`config.mk`:
```
export PLATFORM = sky130hd
export DESIGN_NAME = bus_grant_scheduler
export DESIGN_NICKNAME = d
export VERILOG_FILES = /design/src/rtl/bus_grant_scheduler.sv
export SDC_FILE = /design/constraint.sdc
export NUM_CORES = 1
export LEC_CHECK = 0
export ABC_AREA = 1
export CORE_MARGIN = 3
export CORE_UTILIZATION = 54
export CTS_CLUSTER_SIZE = 40
export DETAILED_ROUTE_END_ITERATION = 8
export GPL_ROUTABILITY_DRIVEN = 0
export GPL_TIMING_DRIVEN = 1
export PLACE_DENSITY = 0.92
export SKIP_CTS_REPAIR_TIMING = 1
export SYNTH_ARGS = -nofsm -noshare
export SYNTH_HDL_FRONTEND = slang
export SYNTH_SLANG_ARGS = --single-unit
```
`constraint.sdc`:
```
create_clock -name clk -period 3 [get_ports clk]
set_clock_uncertainty 0.2 [all_clocks]
set_input_delay 0.75 -clock clk [delete_from_list [all_inputs] [get_ports clk]]
set_output_delay 0.75 -clock clk [all_outputs]
set_load 0.05 [all_outputs]
```
`src/rtl/bus_grant_scheduler.sv`:
```
// Two-master, three-slave bus arbiter with serial slave-address decode and a tenure watchdog.
// Latency: grant 1 cycle after a sampled request; sel on the edge sampling the 2nd address bit.
// Backpressure: a selected slave's hold freezes the tenure counter; a non-owner waits until IDLE.
//
// Ports:
//   clk, reset                          - single clock, asynchronous active-high reset
//   m1_/m2_request                      - bus request, held for the whole transaction
//   m1_/m2_address, _address_valid      - serial slave address, MSB first, qualified by valid
//   s1_/s2_/s3_hold                     - slave hold; freezes tenure only when that slave is selected
//   m1_/m2_grant, s1_/s2_/s3_sel        - grant and routing selects (decoded from flops only)
//   state                               - IDLE=0, GRANT=1, CONNECT=2, RELEASE=3
//   timeout_err, decode_err             - single-cycle pulses, visible during RELEASE
//   last_owner                          - 0=m1, 1=m2; owner of the most recent tenure
module bus_grant_scheduler #(
  parameter int TIMEOUT = 255
) (
  input  logic       clk,
  input  logic       reset,
  input  logic       m1_request,
  input  logic       m2_request,
  input  logic       m1_address,
  input  logic       m2_address,
  input  logic       m1_address_valid,
  input  logic       m2_address_valid,
  input  logic       s1_hold,
  input  logic       s2_hold,
  input  logic       s3_hold,
  output logic       m1_grant,
  output logic       m2_grant,
  output logic       s1_sel,
  output logic       s2_sel,
  output logic       s3_sel,
  output logic [2:0] state,
  output logic       timeout_err,
  output logic       decode_err,
  output logic       last_owner
);

  localparam logic [2:0] IDLE    = 3'd0;
  localparam logic [2:0] GRANT   = 3'd1;
  localparam logic [2:0] CONNECT = 3'd2;
  localparam logic [2:0] RELEASE = 3'd3;

  localparam logic [7:0] TENURE_LAST = 8'(TIMEOUT - 1);

  logic [2:0] state_q, state_d;
  logic       owner_q;        // 0=m1, 1=m2
  logic       last_owner_q;
  logic [1:0] slave_q;        // decoded slave code, 1..3
  logic       addr_msb_q;     // first address bit, waiting for its partner
  logic       bit_cnt_q;      // one bit already taken
  logic [7:0] tenure_q;
  logic       timeout_err_q;
  logic       decode_err_q;

  logic       own_req, own_av, own_bit;
  logic       sel_hold, frozen, tenure_hit;
  logic [1:0] code;
  logic       arb_owner;
  logic       take_bit, set_timeout, set_decode;

  // State register
  always_ff @(posedge clk or posedge reset) begin
    if (reset) state_q <= IDLE;
    else       state_q <= state_d;
  end

  // Next-state logic
  always_comb begin
    own_req  = owner_q ? m2_request       : m1_request;
    own_av   = owner_q ? m2_address_valid : m1_address_valid;
    own_bit  = owner_q ? m2_address       : m1_address;
    case (slave_q)
      2'd1:    sel_hold = s1_hold;
      2'd2:    sel_hold = s2_hold;
      2'd3:    sel_hold = s3_hold;
      default: sel_hold = 1'b0;
    endcase
    // Only the slave we are routed to may stall the watchdog.
    frozen     = (state_q == CONNECT) && sel_hold;
    tenure_hit = !frozen && (tenure_q == TENURE_LAST);
    code       = {addr_msb_q, own_bit};
    // On a tie the master that did not own the bus last time wins.
    arb_owner  = (m1_request && m2_request) ? ~last_owner_q : m2_request;

    state_d     = state_q;
    take_bit    = 1'b0;
    set_timeout = 1'b0;
    set_decode  = 1'b0;
    case (state_q)
      IDLE: begin
        if (m1_request || m2_request) state_d = GRANT;
      end
      GRANT: begin
        // A dropped request wins over timeout and decode on the same edge.
        if (!own_req) begin
          state_d = RELEASE;
        end else if (tenure_hit) begin
          state_d     = RELEASE;
          set_timeout = 1'b1;
        end else if (own_av) begin
          take_bit = 1'b1;
          if (bit_cnt_q) begin
            if (code == 2'b00) begin
              state_d    = RELEASE;
              set_decode = 1'b1;
            end else begin
              state_d = CONNECT;
            end
          end
        end
      end
      CONNECT: begin
        if (!own_req) begin
          state_d = RELEASE;
        end else if (tenure_hit) begin
          state_d     = RELEASE;
          set_timeout = 1'b1;
        end
      end
      RELEASE: state_d = IDLE;
      default: state_d = IDLE;
    endcase
  end

  // Datapath: owner, address shifter, tenure counter, error pulses
  always_ff @(posedge clk or posedge reset) begin
    if (reset) begin
      owner_q       <= 1'b0;
      last_owner_q  <= 1'b1;
      slave_q       <= 2'd0;
      addr_msb_q    <= 1'b0;
      bit_cnt_q     <= 1'b0;
      tenure_q      <= 8'd0;
      timeout_err_q <= 1'b0;
      decode_err_q  <= 1'b0;
    end else begin
      timeout_err_q <= set_timeout;
      decode_err_q  <= set_decode;
      case (state_q)
        IDLE: begin
          owner_q    <= arb_owner;
          slave_q    <= 2'd0;
          addr_msb_q <= 1'b0;
          bit_cnt_q  <= 1'b0;
          tenure_q   <= 8'd0;
        end
        GRANT, CONNECT: begin
          if (!frozen) tenure_q <= tenure_q + 8'd1;
          if (take_bit) begin
            addr_msb_q <= own_bit;
            bit_cnt_q  <= 1'b1;
          end
          if (state_q == GRANT && state_d == CONNECT) slave_q <= code;
          if (state_d == RELEASE) last_owner_q <= owner_q;
        end
        default: ;
      endcase
    end
  end

  // Outputs decode directly from flops, so reset clears them without a clock edge.
  always_comb begin
    state       = state_q;
    m1_grant    = (state_q == GRANT || state_q == CONNECT) && !owner_q;
    m2_grant    = (state_q == GRANT || state_q == CONNECT) &&  owner_q;
    s1_sel      = (state_q == CONNECT) && (slave_q == 2'd1);
    s2_sel      = (state_q == CONNECT) && (slave_q == 2'd2);
    s3_sel      = (state_q == CONNECT) && (slave_q == 2'd3);
    timeout_err = timeout_err_q;
    decode_err  = decode_err_q;
    last_owner  = last_owner_q;
  end

endmodule

```
Word level (Yosys, flattened, before mapping):

Index checks and enable logic that the tools add are counted.

* memories: 0
* latch bits: 0
* bits in writable memories: 0
* bits in registers: 19
* logic and storage cells: 78
* memory bits (read-only): 0
* bits of input ports: 11

* reduce and logical (&&, ||, !) cells: 21
* bitwise gates (word level): 1
* shift-type cells: 0
* add/subtract/negate cells: 1
* mux-type cells: 35
* multipliers: 0
* divide/modulo/power cells: 0
* equality and inequality tests: 11
* order comparisons: 0

Operators with widths (number)
* $mux 3: 7
* $mux 1: 20
* $pmux 8 s2: 1
* $eq 3x2->1 const B: 3
* $logic_and 1x1->1: 9
* $pmux 3 s3: 1
* $add 8x1->8 const B: 1
* $eq 8x8->1 const B: 1
* $mux 8: 1
* $reduce_and 2->1: 4
* $eq 2x2->1 const B: 2
* $ne 2x1->1 const B: 2
* $pmux 1 s2: 2
* $pmux 2 s2: 1
* $eq 3x1->1 const B: 1
* $logic_not 3->1: 1
* $pmux 1 s3: 1
* $eq 2x1->1 const B: 1
* $logic_not 1->1: 2
* $logic_not 2->1: 1
* $logic_or 1x1->1: 2
* $mux 2: 1
* $ne 2x2->1 const B: 1
* $reduce_bool 2->1: 1
* 2 further kinds: 2

Longest topological paths before layout:

Gate-level depths: netlist of run 1.

* word-level depth: 12
* mapped depth: 11
* depth with buffers taken out: 11

Least setup slack after synthesis of run 1:

No wires, ideal clock.

* path type: reg-to-output
* start point: register state_q[1], in the netlist state[1]
* end point: output port s1_sel
* setup slack: -0.057 ns
* data arrival time: 2.107 ns
* required time: 2.050 ns
* stages on the path, launching flop included: 5
* cells stage by stage: dfrtp_1 > inv_1 > nor3_4 > inv_2 > nor3_1

* longest elaborated chain between the ends: 2

Ends and longest elaborated chain
* from (decl): RTL line 46 `logic [2:0] state_q, state_d;`
* from (signal assigned): RTL line 65 `else state_q <= state_d;`
* $eq 3x2->1: RTL line 167 `s1_sel = (state_q == CONNECT) && (slave_q == 2'd1);`
* $logic_and 1x1->1: RTL line 167
* to (decl): RTL line 30 `output logic s1_sel,`

Every way passes these cells.

Worst setup path in the final report of run 1:

* start point: register state_q[0], in the netlist state[0]
* end point: output port state[0]

RTL lines
* to (decl): RTL line 33 `output logic [2:0] state,`

No word-level cell between the ends.

==> results of run 1 <==
layout make-up:
cell class	count	area, µm²	share of cell area [%]
inverters	23	86.33	6.183
repair buffers	21	197.7	14.16
clock buffers	4	26.28	1.882
multi-input cells	111	575.6	41.22
well taps	27	33.78	2.419
flip-flops and latches	19	476.7	34.14
worst min-delay path by stage:
| stage | startpoint | end | cells past startpoint |
|---|---|---|---|
| after floorplan | addr_msb_q | addr_msb_q | 2 |
| after global placement | last_owner | last_owner | 2 |
| after detailed placement | last_owner | last_owner | 2 |
| after CTS | last_owner | last_owner | 2 |
| after global routing | last_owner | last_owner | 2 |
| final | last_owner | last_owner | 2 |
sequential cells by signal, indices dropped and copies added, names as in the netlist:
name / flops
addr_msb_q: 1
bit_cnt_q: 1
decode_err: 1
last_owner: 1
owner_q: 1
slave_q: 2
state: 3
tenure_q: 8
timeout_err: 1
synthesized netlist by cell type:
library cell   n
nand2_1       45
inv_1         21
dfrtp_1       18
nand3_1       15
nor2_1        11
nand4_1        7
nor3_1         7
a21oi_1        5
nand2_4        4
xor2_1         4
ha_1           2
inv_2          2
o21ai_0        2
o31ai_1        2
a2111oi_0      1
clkbuf_1       1
conb_1         1
dfstp_2        1
nor3_4         1
nor3b_1        1
o21ai_1        1
o21ai_2        1
o22ai_1        1
cells by family after synthesis:
group                    synth area share [%]
AO/OA/AOI/OAI                           6.900
XOR/XNOR                                3.066
adder cells (fa/ha/maj)                 2.190
buffers and inverters                   7.886
flip-flops                              41.73
other                                  0.3283
AND/OR/NAND/NOR                         37.90
power breakdown:
group | internal [W] | total, W | switching (W) | leakage [nW]
sequential | 0.000326 | 0.000400 | 0.0000741 | 0.249
combinational | 0.000168 | 0.000544 | 0.000376 | 0.414
clock | 0.0000520 | 0.000131 | 0.0000789 | 0.0150
metal layers:
| layer | vias to the layer above | share of wire (%) |
|---|---|---|
| met4 | 0 | 2.3 |
| li1 | 550 | - |
| met5 | - | 0 |
| met2 | 32 | 48 |
| met1 | 490 | 45 |
| met3 | 5 | 4.6 |
through the flow:
stage	total power [W]	hold WS [ps]	util, %	instances
after floorplan	0.0007910	258.8	-	154
after global placement	0.0009254	263.2	69.13	201
after detailed placement	0.0009397	272.2	69.13	201
after CTS	0.001080	288.7	70.45	205
after global routing	0.001162	323.7	70.45	205
final	0.001075	282.0	70.45	205
==> results.toml, run 1 <==
[outcome]
status = "finished clean"

[drt]
avgViaCountPerCell = 5.254
drt-total-wl_mm = 2.541
remaining_drc_errors = 0
wire_per_inst_um = 12.40
drt-initial-drc-count = 21
first_pass_iters = 4
dr_total_vias = 1077
drtAntennaViolNets = 0

[timing]
hold_violations = 0
slew_violations = 0
tns_ps = 0
min_period_over_period_pct = 88.03
fmax_ghz = 0.3786
slew_headroom_pct = 51.99
worstMarginPinSlew_ps = 719.3
rsz0062_at_grt = "false"
min_period_ps = 2641
setup_viol = 0
fin_ws_ps = 359.0

[worst_setup_path]
slowest_delay_ps = 890
crit_start = "state[0]"
cp_top_family = "buffers and inverters"
crit_path_start_kind = "register"
path_depth = 1
cp_slowest_cell = "clkdlybuf4s50_1"
critPathArrivalTime_ps = 1690
crit_fanout = 6
critPathKind = "register to output port"
crit_chain = "clkdlybuf4s50_1"
worstReg2RegStart = "owner_q"
cp.buffers_inverters = 1
endpoint = "state[0]"
r2r_cells = 10
timing.rr.end = "last_owner"
crit_path_end_kind = "output port"
r2r_setup_slack_ps = 1240
worst-endpoint-required_ps = 2050

[die]
io_pins = 22
fp-row-count = 16
die_h_um = 52.00
core_um2 = 1982
die_w_um = 52.00
die_area_um2 = 2703
initial_core_util_pct = 57.64

[global_routing]
grtUsageMet3_pct = 3.438
grt_pass1_wl_mm = 4.291
antenna_found_initial = 0
overflow = 0
gr-usage-met2_pct = 34.10
grtUsageMet1_pct = 28.60
grt_pass1_vias = 983
grt.total_usage_pct = 21.49
grt.busiest_layer = "met2"
grt_max_degree = 20

[cells_and_area]
n_fill_cell = 164
drive_gt1_share_pct = 9.551
fin_nets = 192
final_area_um2 = 1396
syn_to_final_growth_pct = 22.23
n_antenna_cell = 0
final_common_cell = "nand2_1"
most-common-layout-cells = "nand2_1 (45), inv_1 (21), dfrtp_1 (18)"

[place]
dpl_cell_area_um2 = 1370
dp_hpwl_mm = 1.909
port_buffers = 21
dp_slack_ps = 700.2

[synth]
synth_area_leaders = "dfrtp_1 (39%), nand2_1 (15%), inv_1 (6.9%)"
synth_cell_types = 23
yosysTopAreaCell = "dfrtp_1"
syn_nets = 167
netlist_instances = 154
synth_seq_cells = 19
yosysWarningCount = 0
synth.top_cell.area_share_pct = 39.43
syn_avg_cell_area_um2 = 7.418
syn_area_um2 = 1142
ys_seq_area_share_pct = 41.73

[power_and_ir_drop]
irDropWorstVdd_mv = 0.5238
p_per_area_nw_per_um2 = 770.2
p_leak_nw = 0.6779

[cts]
clock_path_buffers = 2
cts.sinks = 19
tritoncts = "built"
numCtsBuffers = 3
cts-root-buf = "clkbuf_4"
htreeDepth = 1
clkTransAtPathRegs_ps = 100
clock_latency_ps = 300

[run]
cap_violations = 0

[min_path]
hold_path.class = "register to register"
(Power assumes the default switching activity.)
==> run 2, diff against run 1 <==
--- a/config.mk
+++ b/config.mk
@@ -6,13 +6,14 @@
 export NUM_CORES = 1
 export LEC_CHECK = 0
 export ABC_AREA = 1
+export ABC_CLOCK_PERIOD_IN_PS = 3000
 export CORE_MARGIN = 3
 export CORE_UTILIZATION = 54
 export CTS_CLUSTER_SIZE = 40
 export DETAILED_ROUTE_END_ITERATION = 8
 export GPL_ROUTABILITY_DRIVEN = 0
 export GPL_TIMING_DRIVEN = 1
-export PLACE_DENSITY = 0.92
+export PLACE_DENSITY = 0.8
 export SKIP_CTS_REPAIR_TIMING = 1
 export SYNTH_ARGS = -nofsm -noshare
 export SYNTH_HDL_FRONTEND = slang
==> run 2 against run 1 <==
Against the previous run:
- total power is 0.30% higher
- utilization is 0.063 points higher
- combinational power hardly changed
- sequential power hardly changed
- clock power is 3% higher
- via count is 1.7% higher
- register-to-register slack worse by 20 ps
- cell count stayed put
- highest routed layer unchanged
==> results.toml, run 2 (synthesis results as in run 1) <==
[power_and_ir_drop]
irDropWorstVdd_mv = 0.6010
p_leak_nw = 0.6806
power.total_w = 0.001079
p_per_area_nw_per_um2 = 771.8

[cells_and_area]
final_cells = 205
seqCellArea_um2 = 476.7
n_antenna_cell = 0
drive_gt1_share_pct = 10.11
n_fill_cell = 165
fin_nets = 192
multi_input_area_um2 = 575.6
largest-register = "tenure_q"
largest_register_ff_count = 8
most-common-layout-cells = "nand2_1 (45), inv_1 (21), dfrtp_1 (18)"
final_common_cell = "nand2_1"
syn_to_final_growth_pct = 22.34

[min_path]
hold_path.class = "register to register"

[timing]
slew_headroom_pct = 52.42
slew_violations = 0
fmax_ghz = 0.3698
tns_ps = 0
setup_viol = 0
min_period_ps = 2704
fin_ws_ps = 295.5
rsz0062_at_grt = "false"
hold_violations = 0
min_period_over_period_pct = 90.15
worstMarginPinSlew_ps = 712.9

[die]
die_w_um = 52.00
core_um2 = 1982
die_area_um2 = 2703
io_pins = 22
initial_core_util_pct = 57.64
die_h_um = 52.00
fp-row-count = 16

[drt]
first_pass_iters = 4
drtAntennaViolNets = 0
wire_per_inst_um = 12.46
dr_total_vias = 1095
remaining_drc_errors = 0
drt-initial-drc-count = 23
drt-total-wl_mm = 2.554
avgViaCountPerCell = 5.341

[worst_setup_path]
slowest_delay_ps = 470
worst-endpoint-required_ps = 2050
crit_chain = "nor3_4 > inv_2 > nand2_4 > inv_1 > nor2_1 > buf_4"
critPathArrivalTime_ps = 1750
critPathKind = "register to output port"
crit_path_end_kind = "output port"
cp_slowest_cell = "dfrtp_1"
crit_fanout = 6
crit_path_start_kind = "register"

[global_routing]
grt_pass1_wl_mm = 4.257
antenna_found_initial = 0
grt_max_degree = 20
overflow = 0
grt_pass1_vias = 1012
grt.total_usage_pct = 20.99

[cts]
tritoncts = "built"
clkTransAtPathRegs_ps = 120
numCtsBuffers = 3
clock_path_buffers = 2
htreeDepth = 1
cts-root-buf = "clkbuf_4"
cts.sinks = 19
clock_latency_ps = 310

[place]
dp_cells = 201
dp_hpwl_mm = 1.965
dp_slack_ps = 646.1
port_buffers = 21

[outcome]
status = "finished clean"

[run]
cap_violations = 0
## run 2: changes by cell type in the layout (fill, tap and decap cells not counted), sizes merged
| cell | previous run | this run |
|---|---|---|
| clkbuf | 4 | 3 |
| clkinv | 0 | 1 |
## run 2: worst paths after layout
path	to	startpoint	slack, ps	cells after the start
max in group asynchronous	state[0]	reset	1500	2
setup reg to reg	last_owner	owner_q	1220	10
setup / recovery	m2_grant	state[0]	300	6
hold reg to reg	last_owner	last_owner	300	2
hold / removal	last_owner	last_owner	300	2
min in group asynchronous	tenure_q[5]	reset	650	2
## run 2: where the power goes
| part | switching (W) | leakage (nW) | internal (W) |
|---|---|---|---|
| Clock | 0.0000848 | 0.0177 | 0.0000498 |
| Sequential | 0.0000717 | 0.249 | 0.000326 |
| Combinational | 0.000378 | 0.414 | 0.000168 |
## run 2: worst max-delay path, delay by kind of cell, from the launching register on
| family | cells | cell delay [ps] |
|---|---|---|
| and+or+nand+nor | 3 | 550 |
| buffers and inverters | 3 | 440 |
| DFF | 1 | 470 |
## run 2: metrics by stage
stage / hold WS, ps / util [%] / area, µm²
3_5_place_dp: 284.4 / 69.13 / 1370
5_1_grt: 312.6 / 70.52 / 1398
6_report: 297.6 / 70.52 / 1398
3_3_place_gp: 265.2 / 69.13 / 1370
4_1_cts: 302.1 / 70.52 / 1398
2_1_floorplan: 258.8 / - / 1142
## run 2: area by class of cell
type	count	share of cell area [%]
clock buffer	3	1.611
sequential	19	34.11
tap	27	2.417
multi-input combinational	111	41.18
timing repair buffer	21	14.15
clock inverter	1	0.3581
inverter	23	6.177
## run 2: per-layer routing
metal  GRT usage (%)  up-vias  share of wire, %
met5               0        -                 0
met4           6.987        0               1.5
met3           2.292        5               7.0
met2           34.10       38                45
met1           28.94      503                46
li1                -      549                 -
